$ cat src/rtl/alu_op_sequencer.sv
`default_nettype none
// ============================================================================
// Module   : alu_op_sequencer
// Purpose  : FIFO-buffered command sequencer that drives a combinational ALU,
//            waits a programmable settle time and returns tagged results.
// Revision : 1.0
// ============================================================================
module alu_op_sequencer #(
    parameter int W      = 5,
    parameter int SW     = 4,
    parameter int DEPTH  = 4,
    parameter int SETTLE = 1
) (
    input  logic          clk,
    input  logic          rst_n,
    input  logic          cmd_valid,
    output logic          cmd_ready,
    input  logic [SW-1:0] cmd_s,
    input  logic [W-1:0]  cmd_a,
    input  logic [W-1:0]  cmd_b,
    output logic [SW-1:0] alu_s,
    output logic [W-1:0]  alu_a,
    output logic [W-1:0]  alu_b,
    input  logic [W-1:0]  alu_y,
    output logic          res_valid,
    input  logic          res_ready,
    output logic [W-1:0]  res_data,
    output logic [7:0]    res_tag,
    output logic          busy
);

    localparam int AW = $clog2(DEPTH);
    localparam int CW = (SETTLE > 1) ? $clog2(SETTLE) : 1;
    localparam int EW = SW + 2 * W;

    localparam logic [1:0] S_IDLE    = 2'd0;
    localparam logic [1:0] S_ISSUE   = 2'd1;
    localparam logic [1:0] S_CAPTURE = 2'd2;
    localparam logic [1:0] S_RESP    = 2'd3;

    localparam logic [CW-1:0] c_settle_load = CW'(SETTLE - 1);
    localparam logic [AW:0]   c_depth       = (AW + 1)'(DEPTH);

    logic [EW-1:0] r_mem [DEPTH];
    logic [AW-1:0] r_wr_ptr;
    logic [AW-1:0] r_rd_ptr;
    logic [AW:0]   r_count;

    logic [1:0]    r_state;
    logic [1:0]    w_next_state;
    logic [CW-1:0] r_settle;

    logic [SW-1:0] r_alu_s;
    logic [W-1:0]  r_alu_a;
    logic [W-1:0]  r_alu_b;
    logic          r_res_valid;
    logic [W-1:0]  r_res_data;
    logic [7:0]    r_res_tag;

    logic w_push;
    logic w_pop;
    logic w_capture;
    logic w_done;

    // Ready depends only on the registered count, so a same-cycle pop never frees a slot.
    assign cmd_ready = (r_count < c_depth);
    assign w_push    = cmd_valid && cmd_ready;

    assign alu_s     = r_alu_s;
    assign alu_a     = r_alu_a;
    assign alu_b     = r_alu_b;
    assign res_valid = r_res_valid;
    assign res_data  = r_res_data;
    assign res_tag   = r_res_tag;

    // ---------------- FSM: state register ----------------
    always_ff @(posedge clk or negedge rst_n) begin
        if (!rst_n) begin
            r_state <= S_IDLE;
        end else begin
            r_state <= w_next_state;
        end
    end

    // ---------------- FSM: next state ----------------
    always_comb begin
        w_next_state = r_state;
        case (r_state)
            S_IDLE:    if (r_count != '0) w_next_state = S_ISSUE;
            S_ISSUE:   if (r_settle == '0) w_next_state = S_CAPTURE;
            S_CAPTURE: w_next_state = S_RESP;
            S_RESP:    if (res_ready) w_next_state = S_IDLE;
            default:   w_next_state = S_IDLE;
        endcase
    end

    // ---------------- FSM: outputs / strobes ----------------
    always_comb begin
        w_pop     = (r_state == S_IDLE) && (r_count != '0);
        w_capture = (r_state == S_CAPTURE);
        w_done    = (r_state == S_RESP) && res_ready;
        busy      = (r_state != S_IDLE) || (r_count != '0);
    end

    // Storage needs no reset; only pointers and count define validity.
    always_ff @(posedge clk) begin
        if (w_push) begin
            r_mem[r_wr_ptr] <= {cmd_s, cmd_a, cmd_b};
        end
    end

    always_ff @(posedge clk or negedge rst_n) begin
        if (!rst_n) begin
            r_wr_ptr <= '0;
            r_rd_ptr <= '0;
            r_count  <= '0;
        end else begin
            if (w_push) r_wr_ptr <= r_wr_ptr + AW'(1);
            if (w_pop)  r_rd_ptr <= r_rd_ptr + AW'(1);
            case ({w_push, w_pop})
                2'b10:   r_count <= r_count + (AW + 1)'(1);
                2'b01:   r_count <= r_count - (AW + 1)'(1);
                default: r_count <= r_count;
            endcase
        end
    end

    always_ff @(posedge clk or negedge rst_n) begin
        if (!rst_n) begin
            r_alu_s     <= '0;
            r_alu_a     <= '0;
            r_alu_b     <= '0;
            r_settle    <= '0;
            r_res_valid <= 1'b0;
            r_res_data  <= '0;
            r_res_tag   <= '0;
        end else begin
            if (w_pop) begin
                {r_alu_s, r_alu_a, r_alu_b} <= r_mem[r_rd_ptr];
                r_settle                    <= c_settle_load;
            end else if ((r_state == S_ISSUE) && (r_settle != '0)) begin
                r_settle <= r_settle - CW'(1);
            end
            if (w_capture) begin
                r_res_data  <= alu_y;
                r_res_valid <= 1'b1;
            end else if (w_done) begin
                r_res_valid <= 1'b0;
                r_res_tag   <= r_res_tag + 8'd1;
            end
        end
    end

endmodule
`default_nettype wire
$ cat config.mk
export PLATFORM = sky130hd
export DESIGN_NAME = alu_op_sequencer
export DESIGN_NICKNAME = d
export VERILOG_FILES = /design/src/rtl/alu_op_sequencer.sv
export SDC_FILE = /design/constraint.sdc
export NUM_CORES = 1
export LEC_CHECK = 0
export ABC_AREA = 1
export ABC_CLOCK_PERIOD_IN_PS = 4350
export BUFFER_PORTS_ARGS = -buffer_cell sky130_fd_sc_hd__buf_2
export CAP_MARGIN = 20
export CORE_MARGIN = 2
export CORE_UTILIZATION = 60
export DETAILED_ROUTE_END_ITERATION = 6
export MAX_ROUTING_LAYER = met4
export PLACE_DENSITY = 0.92
export SLEW_MARGIN = 0
export SYNTH_ARGS = -nofsm -noshare
export SYNTH_HDL_FRONTEND = slang
export SYNTH_SLANG_ARGS = --single-unit
$ cat constraint.sdc
create_clock -name clk -period 4.35 [get_ports clk]
set_input_delay 0.2175 -clock clk [delete_from_list [all_inputs] [get_ports clk]]
set_output_delay 0.2175 -clock clk [all_outputs]
set_load 0.05 [all_outputs]
==> run metrics <==
status finished clean; final worst-path cycle share 0.544; Syn Nets 405; most common cell after layout, fill and taps aside nand2_1; Final ANT Viol Nets 0; GPL Wtd Cong 0.802; VDD IR max 0.477 mV; met1 usage 0.295; deepest clock path buffer count 2; total CTS buffers 9; num rows 29; share of the synthesized area in the top cell type 0.425; CP Data Arrival Time 2.66 ns; largest cells by area after synthesis edfxtp_1 (43%), dfrtp_1 (24%), nand2_1 (9.9%), nor2_1 (6.8%), ha_1 (3.5%); TritonCTS clock tree built; grt peak-use layer met2; Post-Syn Area 3960 um^2; non-filler cells, final 508; critical path class reg -> reg; crit path time final 2.37 ns; all-layer global routing usage 0.229; final setup fails 0; Die Width 85.2 um; final net count 461; Worst-Skew Late Latency 0.37 ns; post-CTS resize count 0; Slew HR 0.377; setup TNS 0 ns; 1st-iter DRT viols 198; Synth Register Bits 94; Yosys cell types 25; Max Cap Viol 0; Clock Sinks 94; grt total ovfl 0; synthesized area per cell 10.7 um^2; DP Area 4250 um^2; Post-Route Skew 0.00745 ns; Synth area leader edfxtp_1; DR DRC count 0; Worst-Margin Slew 0.935 ns; # IOs 53; vias in the first global route 2662; port buffer count 52; core area 6350 um^2; Via Count 2709; clk slew on worst S/H paths 0.10 ns; total of fill cells in the finished design 455; share of cells above drive strength 1 0.193; H-tree depth 3; First-pass DRT Iterations 5; Initial Util 0.623; first-pass GRT wire length 12.4 mm; Power Density 758 nW/um^2; post-synthesis cell count 370; commonest cells after routing, fill and taps aside nand2_1 (104), nor2_1 (72), edfxtp_1 (56); RSZ-0062 raised after global routing no; crit path capture type register; Area Overhead vs Synth 12.8%; Worst Setup Start Kind register; routed wire length 7.50 mm; grt met3 use 0.0379; Fin. Hold Viols 0; P_leak 2.00 nW; DIE HEIGHT 85.2 um; Placed Instances 491; largest net degree at the start of global routing 39; root buffer cell clkbuf_8; diode count 0; CP Max Fanout 17; design area 4460 um^2; initial antenna violation count 0; Vias per Instance 5.33; HP Class in -> reg; sequential element share of the synthesized area 0.666; fin. max-slew vios 0; Ys Warns 0; GRT met2 Usage 0.366; wire per inst 14.8 um; Peak Freq 422 MHz; Die ar. 7260 um^2; Post-DP HPWL 4.85 mm; required time of the critical path 4.64 ns
==> worst max-delay path: stages, from the launching register on <==
cell and delay, ns:
dfrtp_1 0.42, inv_1 0.12, ha_1 0.24, nand2_4 0.16, inv_2 0.29, ha_1 0.20
inv_1 0.07, fa_1 0.38, nor2_1 0.13, nor2_1 0.06, nand2_1 0.07, xor2_1 0.14
==> sequential cells by signal (all words and copies together) (netlist names) <==
name / flops
r_count: 3
res_tag: 8
r_wr_ptr: 2
r_settle: 1
r_state: 2
res_valid: 1
alu_s: 4
alu_a: 5
r_mem: 56
r_rd_ptr: 2
res_data: 5
alu_b: 5
==> metal layers <==
| metal | up-vias | share of wire | wire (um) |
|---|---|---|---|
| li1 | 1304 | - | - |
| met1 | 1294 | 0.43 | 3200 |
| met2 | 91 | 0.49 | 3700 |
| met3 | 20 | 0.056 | 419 |
| met4 | 0 | 0.023 | 176 |
| met5 | - | 0 | 0 |
==> final timing paths <==
path / startpoint / endpoint / slack, ns / cells past startpoint
setup / recovery: r_state[1] / r_count[2] / 1.98 / 11
hold / removal: alu_y[2] / res_data[2] / 0.05 / 3
setup reg to reg: r_state[1] / r_count[2] / 1.98 / 11
hold reg to reg: res_data[3] / res_data[3] / 0.47 / 2
max in group asynchronous: rst_n / res_tag[6] / 3.32 / 2
min in group asynchronous: rst_n / res_data[4] / 0.49 / 2
==> power breakdown <==
part	switching (mW)	internal, mW
Clock	0.325	0.273
Sequential	0.173	1.19
Combinational	1.04	0.385
==> final cells by class <==
cell class	instances	area, um^2	share of cell area
inverters	23	91.3	0.0205
flip-flops and latches	94	2630	0.590
well taps	77	96.3	0.0216
repair buffers	57	300	0.0673
clock inverters	7	78.8	0.0177
multi-input cells	241	1140	0.255
clock buffers	9	124	0.0278
==> stage by stage <==
stage	util	power [mW]	worst slack, ns	hold WS (ns)
4_1_cts	0.703	3.40	1.98	0.0502
3_5_place_dp	0.669	2.80	2.01	0.375
2_1_floorplan	-	2.50	2.37	-0.0781
6_report	0.703	3.38	1.98	0.0465
5_1_grt	0.703	3.60	1.76	0.0576
3_3_place_gp	0.669	2.73	2.11	0.371
==> cell usage after synthesis, drive strengths merged <==
master / count
xor2: 4
nand3: 6
clkinv: 1
nand4: 1
edfxtp: 56
clkbuf: 2
nor3b: 1
o21ai: 33
ha: 11
nor2: 72
fa: 1
xnor2: 3
a21oi: 2
dfrtp: 38
inv: 22
nand2: 107
buf: 10
==> cells by family (layout without fill, tap and decap cells) <==
family	after synthesis	count (layout)	synth area share
AO/OA/AOI/OAI	35	35	0.0443
XOR/XNOR	7	7	0.0155
adder cells (fa/ha/maj)	12	12	0.0399
buffers and inverters	35	96	0.0462
flip-flops	94	94	0.666
AND/OR/NAND/NOR	187	187	0.189
==> what timing repair did <==
item | in CTS | in global routing
setup buffers | 0 | 0
endpoints found under the setup margin | 0 | 0
hold buffers | 1 | 0
hold endpoints to repair | 38 | 0
Note: power is estimated with default switching activity, not from simulation.
